`src/rtl/game_sequencer.sv`:
```
// Game sequencer for the 4x4 cell grid: scramble burst, settle, player moves, win freeze.
// Optional GAME_SEQUENCER_REROLL_EN re-scrambles boards that come out of the scramble already solved.
module game_sequencer #(
  parameter int SCRAMBLE_MOVES = 16,
  parameter int MOVE_GAP       = 4,
  parameter int SETTLE_CYCLES  = 4,
  parameter int COUNT_W        = 14
) (
  input  logic               clk,
  input  logic               reset,
  input  logic               start,
  input  logic               fire_pulse,
  input  logic [3:0]         user_row_column,
  input  logic               user_nRow,
  input  logic               error,
  input  logic [2:0]         random_num,
  input  logic               win,
  output logic               fire,
  output logic [3:0]         row_column,
  output logic               x_nRow,
  output logic               scramble_state,
  output logic               game_won,
  output logic [COUNT_W-1:0] move_count
);

  localparam int GW = $clog2(MOVE_GAP + 1);
  localparam int MW = $clog2(SCRAMBLE_MOVES + 2);
  localparam int SW = $clog2(SETTLE_CYCLES + 2);

  typedef enum logic [1:0] {
    S_SCRAMBLE = 2'd0,
    S_SETTLE   = 2'd1,
    S_PLAY     = 2'd2,
    S_WIN      = 2'd3
  } state_e;

  state_e             state_q;
  logic [GW-1:0]      gap_q;
  logic [MW-1:0]      moves_q;
  logic [SW-1:0]      settle_q;
  logic               fire_q;
  logic [3:0]         row_column_q;
  logic               x_nrow_q;
  logic               scramble_q;
  logic               game_won_q;
  logic [COUNT_W-1:0] move_count_q;

  logic [3:0]         scramble_line_d;
  logic               player_accept_d;
  logic [COUNT_W-1:0] move_count_inc_d;

  function automatic logic [3:0] decode_line(input logic [1:0] sel);
    logic [3:0] line;
    case (sel)
      2'd0:    line = 4'b0001;
      2'd1:    line = 4'b0010;
      2'd2:    line = 4'b0100;
      2'd3:    line = 4'b1000;
      default: line = 4'b0000;
    endcase
    return line;
  endfunction

  // Scramble line decode, player move acceptance and saturating count increment
  always_comb begin
    scramble_line_d = decode_line(random_num[1:0]);
    player_accept_d = fire_pulse & ~error & ~fire_q;
    if (move_count_q == {COUNT_W{1'b1}}) begin
      move_count_inc_d = move_count_q;
    end else begin
      move_count_inc_d = move_count_q + {{(COUNT_W-1){1'b0}}, 1'b1};
    end
  end

  // Sequencer FSM with all outputs registered
  always_ff @(posedge clk or negedge reset) begin
    if (!reset) begin
      state_q      <= S_SCRAMBLE;
      gap_q        <= '0;
      moves_q      <= '0;
      settle_q     <= '0;
      fire_q       <= 1'b0;
      row_column_q <= 4'b0000;
      x_nrow_q     <= 1'b0;
      scramble_q   <= 1'b1;
      game_won_q   <= 1'b0;
      move_count_q <= '0;
    end else if (start) begin
      state_q      <= S_SCRAMBLE;
      gap_q        <= '0;
      moves_q      <= '0;
      settle_q     <= '0;
      fire_q       <= 1'b0;
      scramble_q   <= 1'b1;
      game_won_q   <= 1'b0;
      move_count_q <= '0;
    end else begin
      case (state_q)
        S_SCRAMBLE: begin
          if (moves_q == MW'(SCRAMBLE_MOVES)) begin
            state_q  <= S_SETTLE;
            settle_q <= '0;
            fire_q   <= 1'b0;
          end else if (gap_q == GW'(MOVE_GAP - 1)) begin
            gap_q        <= '0;
            moves_q      <= moves_q + 1'b1;
            fire_q       <= 1'b1;
            row_column_q <= scramble_line_d;
            x_nrow_q     <= random_num[2];
            // Leave on the last issue edge so settling counts from the final fire
            if (moves_q + 1'b1 == MW'(SCRAMBLE_MOVES)) begin
              state_q  <= S_SETTLE;
              settle_q <= '0;
            end
          end else begin
            gap_q  <= gap_q + 1'b1;
            fire_q <= 1'b0;
          end
        end
        S_SETTLE: begin
          fire_q <= 1'b0;
          if (settle_q + 1'b1 >= SW'(SETTLE_CYCLES)) begin
`ifdef GAME_SEQUENCER_REROLL_EN
            if (win) begin
              state_q <= S_SCRAMBLE;
              gap_q   <= '0;
              moves_q <= '0;
            end else begin
              state_q    <= S_PLAY;
              scramble_q <= 1'b0;
            end
`else
            state_q    <= S_PLAY;
            scramble_q <= 1'b0;
`endif
          end else begin
            settle_q <= settle_q + 1'b1;
          end
        end
        S_PLAY: begin
          row_column_q <= user_row_column;
          x_nrow_q     <= user_nRow;
          if (win) begin
            state_q    <= S_WIN;
            game_won_q <= 1'b1;
            fire_q     <= 1'b0;
          end else if (player_accept_d) begin
            fire_q       <= 1'b1;
            move_count_q <= move_count_inc_d;
          end else begin
            fire_q <= 1'b0;
          end
        end
        S_WIN: begin
          row_column_q <= user_row_column;
          x_nrow_q     <= user_nRow;
          fire_q       <= 1'b0;
        end
        default: begin
          state_q    <= S_SCRAMBLE;
          gap_q      <= '0;
          moves_q    <= '0;
          fire_q     <= 1'b0;
          scramble_q <= 1'b1;
        end
      endcase
    end
  end

  assign fire           = fire_q;
  assign row_column     = row_column_q;
  assign x_nRow         = x_nrow_q;
  assign scramble_state = scramble_q;
  assign game_won       = game_won_q;
  assign move_count     = move_count_q;

endmodule

```
`config.mk`:
```
export PLATFORM = sky130hd
export DESIGN_NAME = game_sequencer
export DESIGN_NICKNAME = d
export VERILOG_FILES = /design/src/rtl/game_sequencer.sv
export SDC_FILE = /design/constraint.sdc
export NUM_CORES = 1
export LEC_CHECK = 0
export BUFFER_PORTS_ARGS = -buffer_cell sky130_fd_sc_hd__buf_2
export CORE_ASPECT_RATIO = 0.8
export CORE_MARGIN = 5
export CORE_UTILIZATION = 50
export DETAILED_ROUTE_END_ITERATION = 10
export GPL_ROUTABILITY_DRIVEN = 0
export HOLD_SLACK_MARGIN = 0.08
export PLACE_DENSITY = 0.73
export SLEW_MARGIN = 20
export SYNTH_ARGS = -nofsm -noshare
export SYNTH_HDL_FRONTEND = slang
export SYNTH_SLANG_ARGS = --single-unit
```
`constraint.sdc`:
```
create_clock -name clk -period 2.7 [get_ports clk]
set_clock_uncertainty 0.15 [all_clocks]
set_input_delay 0.27 -clock clk [delete_from_list [all_inputs] [get_ports clk]]
set_output_delay 0.27 -clock clk [all_outputs]
set_load 0.01 [all_outputs]
```
After elaboration in Yosys (flattened, before gate mapping). Index checks and enable logic that the tools add are counted.

Register bits: 35. Input port bits: 14.

$add $sub $neg: 4. Order comparisons: 1. Equality and inequality tests: 20. Mux-type cells: 45. Bitwise logic cells: 5. Reduce and logical (&&, ||, !) cells: 22.

Operators by type and width (number): 2-to-1 mux 14 bit (5); 2-to-1 mux 3 bit (9); 2-to-1 mux 5 bit (4); one-hot mux 4 bit (4 select lines) (1); nonzero test 2 bit (8); adder 14 x 1 -> 14 bit (second input constant) (1); == test 14 bit (second input constant) (1); 2-to-1 mux 1 bit (13); 2-to-1 mux 2 bit (6); AND reduction 4 bit (3); == test 5 bit (second input constant) (2); inequality test 2 bit (second input constant) (5); inequality test 3 bit (second input constant) (3); == test 2 bit (second input constant) (4); 2-to-1 mux 4 bit (2); inequality test 4 bit (second input constant) (2); one-hot mux 4 bit (2 select lines) (1); adder 3 x 1 -> 3 bit (second input constant) (2); one-hot mux 2 bit (3 select lines) (1); one-hot mux 3 bit (2 select lines) (1); AND reduction 2 bit (3); adder 5 x 1 -> 5 bit (second input constant) (1); AND reduction 5 bit (1); == test 2 x 1 -> 1 bit (second input constant) (2); 11 further kinds (16).

Longest topological paths before layout.
Word-level depth: 7. Gate-level depth with buffers: 8. Gate-level depth less buffers: 7.

Worst setup path before layout. No wires, ideal clock.

Kind: reg-to-reg. Start point: reg moves_q[0]. End point: reg state_q[0]. Data arrival time: 1901 ps. Setup slack: 524 ps. Stages on the path, launching flop included: 8. Clock period less this slack: 2176 ps. Path through: dfrtp_1 -> inv_1 -> ha_1 -> inv_1 -> o31a_1 -> a21boi_2 -> a2111oi_4 -> mux2_2.

Longest elaborated chain between the ends: 4. Elaborated cells on any way between the ends: 9.

RTL lines: start, declared (RTL line 39) `logic [MW-1:0] moves_q;`; start signal, assigned (RTL line 106) `moves_q <= moves_q + 1'b1;`; adder 5 x 1 -> 5 bit or == test 5 bit (tied branches) (RTL line 111, 100); == test 5 bit or 2-to-1 mux 2 bit (tied branches) (RTL line 111, 100); inequality test 4 bit (no line) or one-hot mux 2 bit (3 select lines) (tied branches); AND reduction 5 bit (no line) or 2-to-1 mux 2 bit (tied branches); end signal, assigned (RTL line 101) `state_q <= S_SETTLE;`; end signal, assigned (RTL line 112) `state_q <= S_SETTLE;`; end signal, assigned (RTL line 133) `state_q <= S_PLAY;`; end, declared (RTL line 37) `state_e state_q;`.

Several ways; a longest one is shown, not always the timed one. A chain may end at the register's enable or synchronous reset.

Final worst setup path.
Start point: reg state_q[0]. End point: reg move_count_q[7], in the netlist move_count[7].

Longest elaborated chain between the ends: 3.

RTL lines: start signal, assigned (RTL line 78) `state_q <= S_SCRAMBLE;`; start signal, assigned (RTL line 89) `state_q <= S_SCRAMBLE;`; start signal, assigned (RTL line 101); == test 2 bit (RTL line 98) `case (state_q)`; nonzero test 2 bit (no line); AND reduction 4 bit (no line); end signal, assigned (RTL line 149) `move_count_q <= move_count_inc_d;`; end, declared (RTL line 46) `logic [COUNT_W-1:0] move_count_q;`.

No other way between the ends.

==> metrics.md <==
| Metric | Value |
|---|---|
| Status | finished clean |
| Worst hold-check path type | primary input to register |
| Final setup TNS | 0 ns |
| Row cnt | 20 |
| Final wirelength | 3740 um |
| Area Overhead vs Synth | 18.2% |
| Avg WL per Cell | ~13 um |
| Worst EP arrival | 2.31 ns |
| Hold Path Cell Cnt | 3 |
| Diode count | 0 |
| DRT Pass-1 Iters | 4 |
| Power per Cell Area | ~590 nW/um^2 |
| Hold Crit Start | win |
| Layout cells sized above 1 | 23.1% |
| CORE AREA | 3730 sq um |
| Worst r2r path cells | 7 |
| GRT Total Usage | 15.8% |
| DPL Wire Length | around 2800 um |
| DRC violations left | 0 |
| Final setup viols | 0 |
| Worst Setup End Kind | register |
| Lkg Pwr | 1.01 nW |
| Vias in the first global route | roughly 1500 |
| # IOs | 36 |
| Max FO, Critical Path | 5 |
| CTS tree | done |
| RSZ-0062 raised after global routing | no |
| Synth Flop Type | dfrtp_1 |
| F_max | 0.430 GHz |
| Yosys Warn Count | 0 |
| Die extent in x | 78.8 um |
| Die Y | 65.1 um |
| Slew Viols, Final | 0 |
| Via count | about 1500 |
| Reg2reg setup slack | 0.37 ns |
| Slew HR | about half |
| Initial antenna violation count | 0 |
| Worst r2r src | state_q[0] |
| First-pass GRT wire length | 6440 um |
| Largest net degree at the start of global routing | 36 |
| Grt total ovfl | 0 |
| Yosys top cell area share | between 40% and 50% |
| Final ANT Viol Nets | 0 |
| Via-to-Cell Ratio | between 5 and 6 |
| Critical Path RT | 2.69 ns |
| Gate Count Post-Synth | about 200 |
| Top-count cell post-synth | dfrtp_1 |
| Area leader, netlist | dfrtp_1 |
| Final Hold Vio Count | 0 |
| #FFs+latches synth | 35 |
| Crit share post-route | 86.2% |
| Count of nets after finishing | 260 |
| H-tree levels | 2 |
| Syn Area/Cell | approximately 9.7 sq um |
| Fin util | 60.0% |
| VDD IR-drop max | 0.397 mV |
| TritonCTS buffer count | 5 |
| EDFF count, synth | 0 |
| Sequential cell area fraction in the yosys report | 46.3% |
| Syn nets | 219 |
| Clk root buf | clkbuf_8 |
| Skew-Pair Late Insertion Delay | 0.28 ns |
| Clock sinks | 35 |
| Top cells by area, synth | dfrtp_1 (45%), ha_1 (5.9%), nor2_1 (5.9%) |
| Setup CP Type | register to register |
| Ys async rst share | 100% |
| Min Tclk post-route | around 2.3 ns |
| Crit path launch | state_q[0] |
| Hold Path Sink | game_won |
| Synth cell types | 36 |
| Max-cap check violation count | 0 |
| Critical path startpoint category | register |
| Initial Utilization | 50.8% |
| Least-Margin Pin Slew | roughly 0.76 ns |
| Die area | 5130 sq um |
| Worst R2R End | move_count[7] |
| Clock buffer depth | 2 |
| Synthesized cell area | 1890 sq um |
| Clock slew at reported path FFs | 0.07 ns |
| PortBufs | 35 |
| Most frequent cells after synthesis | dfrtp_1 (34), nor2_1 (30), a21oi_1 (18), xnor2_1 (11), ha_1 (9) |
| 1st-iter DRT viols | 45 |
[flip-flops by register name (all words and copies together), names as in the netlist]
signal          cells
state_q             2
game_won            1
x_nRow              1
settle_q            3
move_count         14
scramble_state      1
fire                1
moves_q             5
row_column          4
gap_q               3
[cell families after synthesis]
| group | after synthesis | share of synthesized area, % |
|---|---|---|
| AOI/OAI and AO/OA | 30 | 10.2 |
| adders and majority gates | 9 | 5.94 |
| buffers and inverters | 13 | 2.58 |
| xor gates and xnor gates | 18 | 8.32 |
| DFF | 35 | 46.3 |
| muxes | 3 | 1.65 |
| and+or+nand+nor | 88 | 25.0 |
[final cells by class]
cell class	instances	area (sq um)
inverter	8	30.0
tap	44	55.1
sequential	35	877
multi-input combinational	148	968
fill	336	1490
timing repair buffer	39	208
clock buffer	8	100
[worst max-delay path, cell delays in order, from the launching register on]
cell and delay [ns]:
dfrtp_1 0.40, inv_1 0.11, ha_1 0.30, nand4bb_2 0.19
or4b_4 0.58, nor3_1 0.25, xnor2_1 0.15, nor2_1 0.05
[per-stage QoR]
| step | instance area, sq um | setup slack, ns | std cells | power [W] | hold WS (ns) |
|---|---|---|---|---|---|
| 6_report | 2240 | 0.374 | 282 | 0.00132 | 0.110 |
| 5_1_grt | 2240 | 0.243 | 282 | 0.00141 | 0.136 |
| 4_1_cts | 2240 | 0.376 | 282 | 0.00134 | 0.107 |
| 3_5_place_dp | 2130 | 0.400 | 273 | 0.000921 | 0.240 |
| 3_3_place_gp | 2130 | 0.428 | 273 | 0.000909 | 0.239 |
| 2_1_floorplan | 1890 | 0.524 | 196 | 0.000813 | -0.176 |
[power breakdown]
part / total, W / internal (W) / switching [W]
clock network: 0.000407 / 0.000233 / 0.000174
registers: 0.000614 / 0.000581 / 0.0000331
logic: 0.000295 / 0.000129 / 0.000167
[worst max path at each step]
stage,slack [ns],to,depth (start not counted)
final,0.37,move_count[7],7
after global routing,0.24,move_count[7],7
after CTS,0.38,move_count[11],7
after detailed placement,0.40,state_q[0],7
after global placement,0.43,move_count[11],7
after floorplan,0.52,state_q[0],7
[placed cells by master (no fill, tap or decap), types with 7 or more instances in the layout]
cell       n
inv_1      8
xor2_1     7
buf_2     35
clkbuf_8   7
a21oi_1   18
dfrtp_1   34
nand3_1    8
nor2_1    30
nand2b_1   7
nor3_1     7
xnor2_1   11
ha_1       9
[repair_timing]
action                    4_1_cts  5_1_grt
resized for setup               0        0
buffers inserted                0        0
hold buffers                    1        0
hold endpoints to repair       34        0
[layer usage]
layer	wire, um	track usage, %
met1	1800	19.8
met2	1680	26.6
met3	235	5.00
met4	12	3.86
met5	0	0
(Power assumes the default switching activity.)
